## src/rtl/nios2_sysid_pkg.sv

```systemverilog
// Shared definitions for the Nios II system-ID checker: FSM encoding,
// default expected ID/timestamp words and the timeout counter width.
package nios2_sysid_pkg;

  typedef enum logic [2:0] {
    S_IDLE,
    S_RD_ID,
    S_WT_ID,
    S_RD_TS,
    S_WT_TS,
    S_FIN
  } state_t;

  localparam logic [31:0] DEF_EXP_ID = 32'h0000A010;
  localparam logic [31:0] DEF_EXP_TS = 32'h52A1B2E7;
  localparam int unsigned CTR_W      = 16;

endpackage

```

## src/rtl/sysid_timeout_ctr.sv

```systemverilog
// Per-state cycle counter for the sysid checker; expired flags the cycle in
// which the current state has been occupied for 'limit' cycles.
module sysid_timeout_ctr
  import nios2_sysid_pkg::*;
(
  input  logic             clock,
  input  logic             reset,
  input  logic             clear,
  input  logic             enable,
  input  logic [CTR_W-1:0] limit,
  output logic             expired
);

  logic [CTR_W-1:0] count;

  always_ff @(posedge clock or posedge reset) begin
    if (reset)       count <= '0;
    else if (clear)  count <= '0;
    else if (enable) count <= count + 1'b1;
  end

  // count holds cycles already spent in the state, so +1 includes the current one
  always_comb expired = enable && (({1'b0, count} + 1'b1) >= {1'b0, limit});

endmodule

```

## config.mk

```make
export PLATFORM = sky130hd
export DESIGN_NAME = sysid_timeout_ctr
export DESIGN_NICKNAME = d
export VERILOG_FILES = /design/src/rtl/nios2_sysid_pkg.sv /design/src/rtl/sysid_timeout_ctr.sv
export SDC_FILE = /design/constraint.sdc
export NUM_CORES = 1
export LEC_CHECK = 0
export ABC_AREA = 0
export ABC_CLOCK_PERIOD_IN_PS = 2780
export CORE_MARGIN = 5
export CORE_UTILIZATION = 48
export DETAILED_ROUTE_END_ITERATION = 12
export PLACE_DENSITY_LB_ADDON = 0.08
export SYNTH_ARGS = -nofsm -noshare
export SYNTH_HDL_FRONTEND = slang
export SYNTH_SLANG_ARGS = --single-unit
```

## constraint.sdc

```tcl
create_clock -name clock -period 2.78 [get_ports clock]
set_input_delay 0.556 -clock clock [delete_from_list [all_inputs] [get_ports clock]]
set_output_delay 0.556 -clock clock [all_outputs]
set_load 0.05 [all_outputs]
```

==> impl_metrics.py <==
metrics = {
    "routing": {
        "avgViaCountPerCell": 5.32,
        "dr.first_iter.drc_count": 57,
        "drt-total-wl_mm": 3.04,
        "drcViolationCount": 0,
        "antenna_left": 0,
        "via_count": 1244,
        "routedWlPerCell_um": 13.0,
        "dr.pass1.iters": 4,
    },
    "yosys": {
        "synth_compound_area_share_pct": 8.03,
        "ys_ff_latch": 16,
        "netlist_instances": 167,
        "synthMuxAreaShare_pct": 0.722,
        "synthXorXnorAreaFrac_pct": 16.4,
        "synth-simple-area-share_pct": 23.5,
        "avgSynthCellArea_um2": 8.30,
        "ys_seq_area_share_pct": 28.9,
        "synth.distinct_cells": 32,
        "yosys_warnings": 0,
        "syn_nets": 204,
        "syn-cell-area_um2": 1390,
        "synth_top_family_by_area": "simple AND/OR/NAND/NOR gates",
        "synthAdderAreaFrac_pct": 15.3,
    },
    "timing": {
        "finalCritPeriodShare_pct": 109,
        "relSlewSlack_pct": 62.4,
        "grt_setup_unrepaired": "yes",
        "slew_violations": 0,
        "setup_viol": 1,
        "clock_skew_ns": 0.00598,
        "max_freq_ghz": 0.331,
        "whs_ns": 0.606,
        "fin_crit_ns": 3.02,
        "finalWorstSetupSlack_ns": -0.239,
        "hold_viol_final": 0,
        "tightest_slew_ns": 0.563,
    },
    "global_route": {
        "grt_pass1_wl_mm": 5.19,
        "grt_util_met2_pct": 25.0,
        "grt_busiest_layer": "met2",
        "grt_pass1_vias": 1228,
        "antenna_found_initial": 0,
        "overflow": 0,
        "grt_max_degree": 17,
        "grt_usage_pct": 15.6,
        "grt_use_met1_pct": 20.9,
        "met3_usage_pct": 2.45,
    },
    "placed_design": {
        "dpl.hpwl_mm": 2.48,
        "gp_congestion": 0.805,
        "place_area_um2": 1770,
        "port_buffers": 20,
    },
    "layout": {
        "fin_nets": 242,
        "regArea_um2": 403,
        "largest_register_ffs": 16,
        "fill_cells": 232,
        "area.growth.synth_to_final_pct": 34.7,
        "reg_top3": "count x16",
        "multi_input_area_um2": 978,
        "antenna_cells": 0,
        "mostFrequentLayoutCells": "clkdlybuf4s50_1, inv_1, buf_4",
        "final_common_cell": "clkdlybuf4s50_1",
        "drive_above_1_share_pct": 21.2,
        "regMostFlops": "count",
        "fin_area_um2": 1870,
    },
    "worst_setup_path": {
        "path_max_fanout": 6,
        "critPathKind": "reg -> out",
        "start_kind": "flip-flop",
        "crit_arrival_ns": 2.46,
        "crit_path_end_kind": "primary output",
        "cp.required_ns": 2.22,
    },
    "die": {
        "dieHeight_um": 63.7,
        "fp.dieW_um": 63.7,
        "fp.coreArea_um2": 2760,
        "ios": 21,
        "start_util_pct": 50.3,
        "die-area_um2": 4060,
        "num_rows": 19,
    },
    "clocking": {
        "cts_buffers": 3,
        "cts_tree": "done",
        "cts-root-buf": "clkbuf_4",
        "clk_pin_slew_worst_paths_ns": 0.08,
        "htree_levels": 1,
        "cts_sinks": 16,
        "clockBufferDepth": 2,
        "clock_latency_ns": 0.28,
    },
    "run_status": {
        "failed_checks": "setup timing",
        "status": "complete, but fails checks",
    },
    "pwr": {
        "powerDensity_nw_per_um2": 239,
        "p_leak_nw": 0.868,
        "vdd_ir_drop_max_v": 0.000306,
        "finalPower_mw": 0.447,
    },
    "flow_run": {
        "drv_cap": 0,
    },
    "worst_hold_path": {
        "hold_path_class": "reg -> reg",
    },
}
==> report_power, final <==
part           total (mW)  switching, mW  internal [mW]
Clock               0.115         0.0646         0.0503
Sequential          0.239        0.00387          0.236
Combinational      0.0923         0.0410         0.0513
Total               0.447          0.109          0.337
==> metrics by stage <==
step                util (%)  cells  setup TNS [ns]  worst slack (ns)
detailed placement      64.0    230          -0.201            -0.201
CTS                     66.2    233          -0.253            -0.253
floorplan                  -    167               0           0.00589
global route            67.7    234          -0.421            -0.421
global placement        64.0    230          -0.151            -0.151
finish                  67.7    234          -0.239            -0.239
==> synthesized netlist by cell type <==
master | number | share of area (%)
a211oi_1 | 1 | 0.54
a21boi_0 | 1 | 0.54
a21o_1 | 1 | 0.54
a21oi_1 | 8 | 2.9
a31oi_1 | 3 | 1.4
and2b_2 | 1 | 0.63
and3_1 | 2 | 0.90
and4_1 | 1 | 0.63
buf_2 | 1 | 0.36
buf_6 | 1 | 0.81
clkbuf_1 | 3 | 0.81
clkbuf_4 | 1 | 0.54
dfrtp_1 | 16 | 29
ha_1 | 17 | 15
inv_1 | 17 | 4.6
mux2i_1 | 1 | 0.72
nand2_1 | 11 | 3.0
nand2_2 | 2 | 0.90
nand3_1 | 12 | 4.3
nand3_2 | 1 | 0.72
nand4_1 | 7 | 3.2
nor2_1 | 18 | 4.9
nor2b_1 | 2 | 0.90
nor3_1 | 3 | 1.1
nor4_1 | 1 | 0.45
o21ai_0 | 3 | 1.1
o21bai_1 | 1 | 0.54
o31ai_1 | 1 | 0.54
or3_1 | 3 | 1.4
or4_1 | 1 | 0.54
xnor2_1 | 12 | 7.6
xor2_1 | 14 | 8.8
==> metal layers <==
| metal | part of all wire [%] | wire length [µm] |
|---|---|---|
| met2 | 45 | 1370 |
| met4 | 1.6 | 48 |
| met3 | 3.5 | 105 |
| met5 | 0 | 0 |
| met1 | 50 | 1520 |
==> critical path, cell delays in order (launching register included) <==
cell and delay, ns:
dfrtp_1 0.41, ha_4 0.17, nand3_4 0.08, nor2_4 0.18
nand3_2 0.11, xnor2_1 0.15, ha_1 0.33, nand4_1 0.12
nor2_2 0.17, a211oi_2 0.10, a31oi_4 0.19, buf_12 0.16
==> cells by family after synthesis <==
family                     count (synthesis)
xor gates and xnor gates                  26
AOI/OAI and AO/OA                         19
and+or+nand+nor                           65
muxes                                      1
DFF                                       16
adders and majority gates                 17
buffers and inverters                     23
==> final cells by class <==
cell class	count	share of cell area, %
clock buffer	3	1.21
inverter	17	3.42
multi-input combinational	128	52.4
sequential	16	21.6
tap	31	2.08
timing repair buffer	39	19.3
==> what timing repair did <==
action | 4_1_cts | 5_1_grt
resized for setup | 9 | 7
setup buffers | 0 | 1
hold buffers | 0 | 0
setup endpoints to repair | 1 | 1
pin swaps | 5 | 6
==> worst paths after layout <==
check	startpoint	endpoint	slack, ns	depth (start not counted)
min reg2reg	count[14]$_DFFE_PP0P_	count[14]$_DFFE_PP0P_	0.61	2
min in group asynchronous	reset	count[4]$_DFFE_PP0P_	0.62	2
max reg2reg	count[0]$_DFFE_PP0P_	count[9]$_DFFE_PP0P_	0.91	5
max	count[0]$_DFFE_PP0P_	expired	-0.24	11
min	count[14]$_DFFE_PP0P_	count[14]$_DFFE_PP0P_	0.61	2
max in group asynchronous	reset	count[2]$_DFFE_PP0P_	1.76	2
No activity file was read; power rests on OpenSTA's default activity.
